[src/rtl/shift_reg_pkg.sv]
// shift_reg_pkg: shared constants and sizing helpers for the serial deserializer (frame length depends on SHIFT_DESER_PARITY_EN)
package shift_reg_pkg;

   localparam int DEFAULT_WIDTH = 8;

   function automatic int clog2(input int v);
      int r;
      r = 0;
      while ((1 << r) < v) r++;
      return r;
   endfunction

   function automatic int frame_len(input int w);
`ifdef SHIFT_DESER_PARITY_EN
      return w + 1;
`else
      return w;
`endif
   endfunction

endpackage

[src/rtl/shift_deser_out_reg.sv]
// shift_deser_out_reg: one-entry valid/ready holding register for {perr, word} with sticky overrun on dropped loads
module shift_deser_out_reg
   import shift_reg_pkg::*;
#(
   parameter int WIDTH = DEFAULT_WIDTH
) (
   input  logic           clk,
   input  logic           rst,
   input  logic           load,
   input  logic [WIDTH:0] load_data,
   input  logic           ready,
   input  logic           ovr_clr,
   output logic [WIDTH:0] data,
   output logic           valid,
   output logic           overrun
);

   logic [WIDTH:0] data_q, data_d;
   logic           valid_q, valid_d;
   logic           overrun_q, overrun_d;
   logic           space;
   logic           take;

   // load when the slot is empty or being drained this cycle; otherwise the word is dropped
   always_comb begin
      space     = ~valid_q | ready;
      take      = load & space;
      data_d    = take ? load_data : data_q;
      valid_d   = take ? 1'b1 : (valid_q & ready) ? 1'b0 : valid_q;
      overrun_d = (load & ~space) | (overrun_q & ~ovr_clr);
   end

   // holding register state
   always_ff @(posedge clk) begin
      if (rst) begin
         data_q    <= '0;
         valid_q   <= 1'b0;
         overrun_q <= 1'b0;
      end else begin
         data_q    <= data_d;
         valid_q   <= valid_d;
         overrun_q <= overrun_d;
      end
   end

   assign data    = data_q;
   assign valid   = valid_q;
   assign overrun = overrun_q;

endmodule

[src/rtl/shift_register_deserializer.sv]
// shift_register_deserializer: MSB-first serial to parallel receiver with SYNC framing; optional even parity via SHIFT_DESER_PARITY_EN
module shift_register_deserializer
   import shift_reg_pkg::*;
#(
   parameter int WIDTH = DEFAULT_WIDTH
) (
   input  logic             C,
   input  logic             R,
   input  logic             CE,
   input  logic             SI,
   input  logic             SYNC,
   output logic [WIDTH-1:0] DOUT,
   output logic             DVALID,
   input  logic             DREADY,
   output logic             OVERRUN,
   input  logic             OVR_CLR,
   output logic             PERR
);

   localparam int F  = frame_len(WIDTH);
   localparam int CW = clog2(F);
`ifdef SHIFT_DESER_PARITY_EN
   localparam int SW = WIDTH;
`else
   // the final data bit comes straight from SI, so only WIDTH-1 bits need storing
   localparam int SW = WIDTH - 1;
`endif

   logic [SW-1:0]    sh_q, sh_d;
   logic [CW-1:0]    cnt_q, cnt_d;
   logic             last;
   logic             done;
   logic [WIDTH-1:0] word;
   logic             perr;
   logic [WIDTH:0]   hold;
`ifdef SHIFT_DESER_PARITY_EN
   logic             par_q, par_d;
`endif

   // shift/count next state; SYNC restarts the frame with SI as its first bit
   always_comb begin
      last  = cnt_q == CW'(F - 1);
      done  = CE & ~SYNC & last;
      sh_d  = !CE ? sh_q : SYNC ? SW'(SI) : SW'({sh_q, SI});
      cnt_d = !CE ? cnt_q : SYNC ? CW'(1) : last ? '0 : cnt_q + CW'(1);
`ifdef SHIFT_DESER_PARITY_EN
      par_d = !CE ? par_q : SYNC ? SI : last ? 1'b0 : par_q ^ SI;
      word  = sh_q;
      perr  = par_q ^ SI;
`else
      word  = {sh_q, SI};
      perr  = 1'b0;
`endif
   end

   // serial capture state
   always_ff @(posedge C) begin
      if (R) begin
         sh_q  <= '0;
         cnt_q <= '0;
`ifdef SHIFT_DESER_PARITY_EN
         par_q <= 1'b0;
`endif
      end else begin
         sh_q  <= sh_d;
         cnt_q <= cnt_d;
`ifdef SHIFT_DESER_PARITY_EN
         par_q <= par_d;
`endif
      end
   end

   shift_deser_out_reg #(.WIDTH(WIDTH)) u_out (
      .clk      (C),
      .rst      (R),
      .load     (done),
      .load_data({perr, word}),
      .ready    (DREADY),
      .ovr_clr  (OVR_CLR),
      .data     (hold),
      .valid    (DVALID),
      .overrun  (OVERRUN)
   );

   assign DOUT = hold[WIDTH-1:0];
   assign PERR = hold[WIDTH];

endmodule
[config.mk]
export PLATFORM = sky130hd
export DESIGN_NAME = shift_register_deserializer
export DESIGN_NICKNAME = d
export VERILOG_FILES = /design/src/rtl/shift_reg_pkg.sv /design/src/rtl/shift_deser_out_reg.sv /design/src/rtl/shift_register_deserializer.sv
export SDC_FILE = /design/constraint.sdc
export NUM_CORES = 1
export LEC_CHECK = 0
export ABC_CLOCK_PERIOD_IN_PS = 1900
export BUFFER_PORTS_ARGS = -buffer_cell sky130_fd_sc_hd__buf_2
export CORE_MARGIN = 5
export CORE_UTILIZATION = 50
export DETAILED_ROUTE_END_ITERATION = 7
export PLACE_DENSITY = 0.74
export SYNTH_ARGS = -nofsm -noshare
export SYNTH_HDL_FRONTEND = slang
export SYNTH_HIERARCHICAL = 1
export SYNTH_SLANG_ARGS = --single-unit
[constraint.sdc]
create_clock -name C -period 1.9 [get_ports C]
set_clock_uncertainty 0.2 [all_clocks]
set_input_delay 0.38 -clock C [delete_from_list [all_inputs] [get_ports C]]
set_output_delay 0.38 -clock C [all_outputs]
set_load 0.05 [all_outputs]
==> metrics.csv <==
metric,value,unit
pre_cts_ws,-0.0102,ns
crit_path_start_kind,flop,
synth.cell_area,981,µm²
dp_hpwl,1150,µm
total_switching_power,165,µW
seq_power_share,62.9,%
slowest_delay,0.38,ns
drt_pass1_iterations,4,
hold_viol_final,0,
portBuffers,17,
cts.path.max_buffers,2,
drive_gt1_share,29.5,%
status,"finished, final reports clean",
critical_path.endpoint_type,flop,
grt_start_max_net_pins,20,
cts_buffers,3,
clk_root_buffer_cell,clkbuf_4,
post-route-period-util,91.7,%
number_of_sinks_driven_by_the_clock_tree,21,
unrepaired_setup_endpoints_after_global_routing,no,
floorplan.die.height,54.3,µm
maxSlewViolCount,0,
rows,16,
global_route.overflow_total,0,
initialDrtViolationCount,11,
core_area,1920,µm²
route.layer.met1.wl,741,µm
netlist_instances,96,
antenna_cells,0,
fmaxAchievable,574,MHz
vias_in_the_first_global_route,623,
finalWeightedCongestion,0.650,
synth-seq-cells,21,
cellInternalPower,546,µW
timing.critical_path.required,1.94,ns
synth_nets,105,
design.die.area,2950,µm²
route.vias.total,661,
drt_wl_total,1560,µm
synth_edf_count,0,
clock_power_share,30.0,%
postSynthAreaPerCell,10.2,µm²
timing.final.crit_period,1.74,ns
wl_met2,682,µm
synth.distinct_cells,22,
arrival,1.78,ns
vdd.ir_drop.worst,0.465,mV
worstPathMaxFanout,9,
critPathBufInv,0,
global_route.usage.total,12.8,%
insertion_delay,0.31,ns
yosysSeqAreaShare,42.9,%
number_of_antenna_violations_at_the_first_check_in_global_routing,0,
io_pins,18,
synthesis.yosys.warnings,6,
areaGrowthSynthToFinish,12.1,%
cts.htree.levels,1,
crit_type,reg2reg,
critPathSlowestCell,dfxtp_1,
final_critical_path_setup_slack,0.158,ns
drv_cap,0,
post_dp_cell_area,1070,µm²
share_comb_of_total_power,7.1,%
grt_first_pass_wirelength,2650,µm
drt_drc_violations_left,0,
chipWidth,54.3,µm
final_design_area_no_fill,1100,µm²
avgViaCountPerCell,4.76,
tritoncts,built,
route.top_layer_used,met4,
final_antenna_net_count,0,
asyncSetResetFlopFracSynth,0,%
layout.nets,122,
cts.reportedPaths.clkPinSlew,0.12,ns
setup_violations,0,
static-leakage-power,0.413,nW
routed_wire_length_per_instance,11.2,µm
p_per_area,647,nW/µm²
min-delay-path-class,in2reg,
crit_chain,"ha_1, ha_1, and3b_2, nor2b_4, mux2i_1",
delay_heaviest_family_cp,simple AND/OR/NAND/NOR gates,
met3_wirelength,92,µm
power.share.switching,23.2,%
crit_path_frequent_cell,ha_1,
synth_flop_cell,dfxtp_1,
initial_utilization,51.0,%
## path summary, 6_finish.rpt
kind	cells after the start	to	startpoint	slack (ns)
worst max-delay path	5	u_out/data[4]	cnt_q[0]	0.16
worst max register to register	5	u_out/data[4]	cnt_q[0]	0.16
worst min-delay path	3	sh_q[0]	SI	0.13
worst min register to register	2	u_out/data[2]	u_out/data[2]	0.28
## routing by layer
metal	GRT usage, %	vias to the layer above
met5	0	-
met4	9.96	0
met3	2.45	5
met2	18.9	18
met1	16.2	291
li1	-	347
## flip-flops by register name (all words and copies together) (netlist names)
| name | count |
|---|---|
| u_out/data | 9 |
| sh_q | 7 |
| cnt_q | 3 |
| u_out/overrun | 1 |
| u_out/valid | 1 |
## cells by family (layout without fill, tap and decap cells)
family          after synthesis  count (layout)  synth area share (%)
compound gates               11              11                  13.8
buf+inv                      13              29                  7.14
simple gates                 38              38                  23.1
flops                        21              21                  42.9
mux                          10              10                  10.2
other cells                   1               1                 0.382
fa+ha+maj                     2               2                  2.55
## Yosys cell counts (2+ instances only)
library cell | instances | share of area, %
a21oi_1 | 3 | 1.5
buf_2 | 2 | 1.0
buf_6 | 2 | 2.3
clkbuf_1 | 2 | 0.77
dfxtp_1 | 21 | 43
ha_1 | 2 | 2.6
inv_1 | 6 | 2.3
mux2i_1 | 10 | 10
nand2_1 | 6 | 2.3
nand2b_1 | 20 | 13
nand3b_1 | 2 | 1.5
nor2_1 | 5 | 1.9
o32ai_2 | 6 | 9.9
## power groups by stage
stage                     sequential [mW]  combinational (mW)  clock [mW]
after floorplan                     0.457              0.0400           0
after global placement              0.457              0.0499           0
after detailed placement            0.458              0.0505           0
after CTS                           0.448              0.0506       0.222
after global routing                0.449              0.0560       0.239
final                               0.448              0.0505       0.214
## repair_timing
item                                    4_1_cts  5_1_grt
buffers inserted                              0        0
hold buffers                                  0        0
gates resized for setup                       1        0
endpoints found under the setup margin        7        0
## area by class of cell
cell class | count | area, µm²
clock buffer | 3 | 22.5
inverter | 6 | 22.5
multi-input combinational | 62 | 495
fill | 184 | 822
clock inverter | 1 | 5.00
sequential | 21 | 420
tap | 27 | 33.8
timing repair buffer | 19 | 100
## layout by cell type (no fill, tap or decap), drive strengths merged
cell | Yosys | routed
dfxtp | 21 | 21
nand2b | 20 | 20
buf | 5 | 19
mux2i | 10 | 10
inv | 6 | 6
nand2 | 6 | 6
o32ai | 6 | 6
nor2 | 5 | 5
a21oi | 3 | 3
clkbuf | 2 | 3
nor2b | 3 | 3
nand3b | 2 | 2
ha | 2 | 2
and3b | 1 | 1
o21ba | 1 | 1
a211oi | 1 | 1
or2 | 1 | 1
clkinv | 0 | 1
conb | 1 | 1
## tightest hold or removal path: stages
cell     delay, ns
buf_2         0.09
mux2i_1       0.06
nor2_1        0.08
## stage by stage
stage | instances | power (mW) | util, % | hold WS (ns) | TNS (ns)
floorplan | 96 | 0.497 | - | 0.249 | 0
global placement | 135 | 0.507 | 55.5 | 0.258 | 0
detailed placement | 135 | 0.508 | 55.5 | 0.262 | -0.0221
CTS | 139 | 0.720 | 57.2 | 0.121 | 0
global route | 139 | 0.744 | 57.2 | 0.120 | 0
finish | 139 | 0.712 | 57.2 | 0.127 | 0
Power figures use the tool's default switching activity.
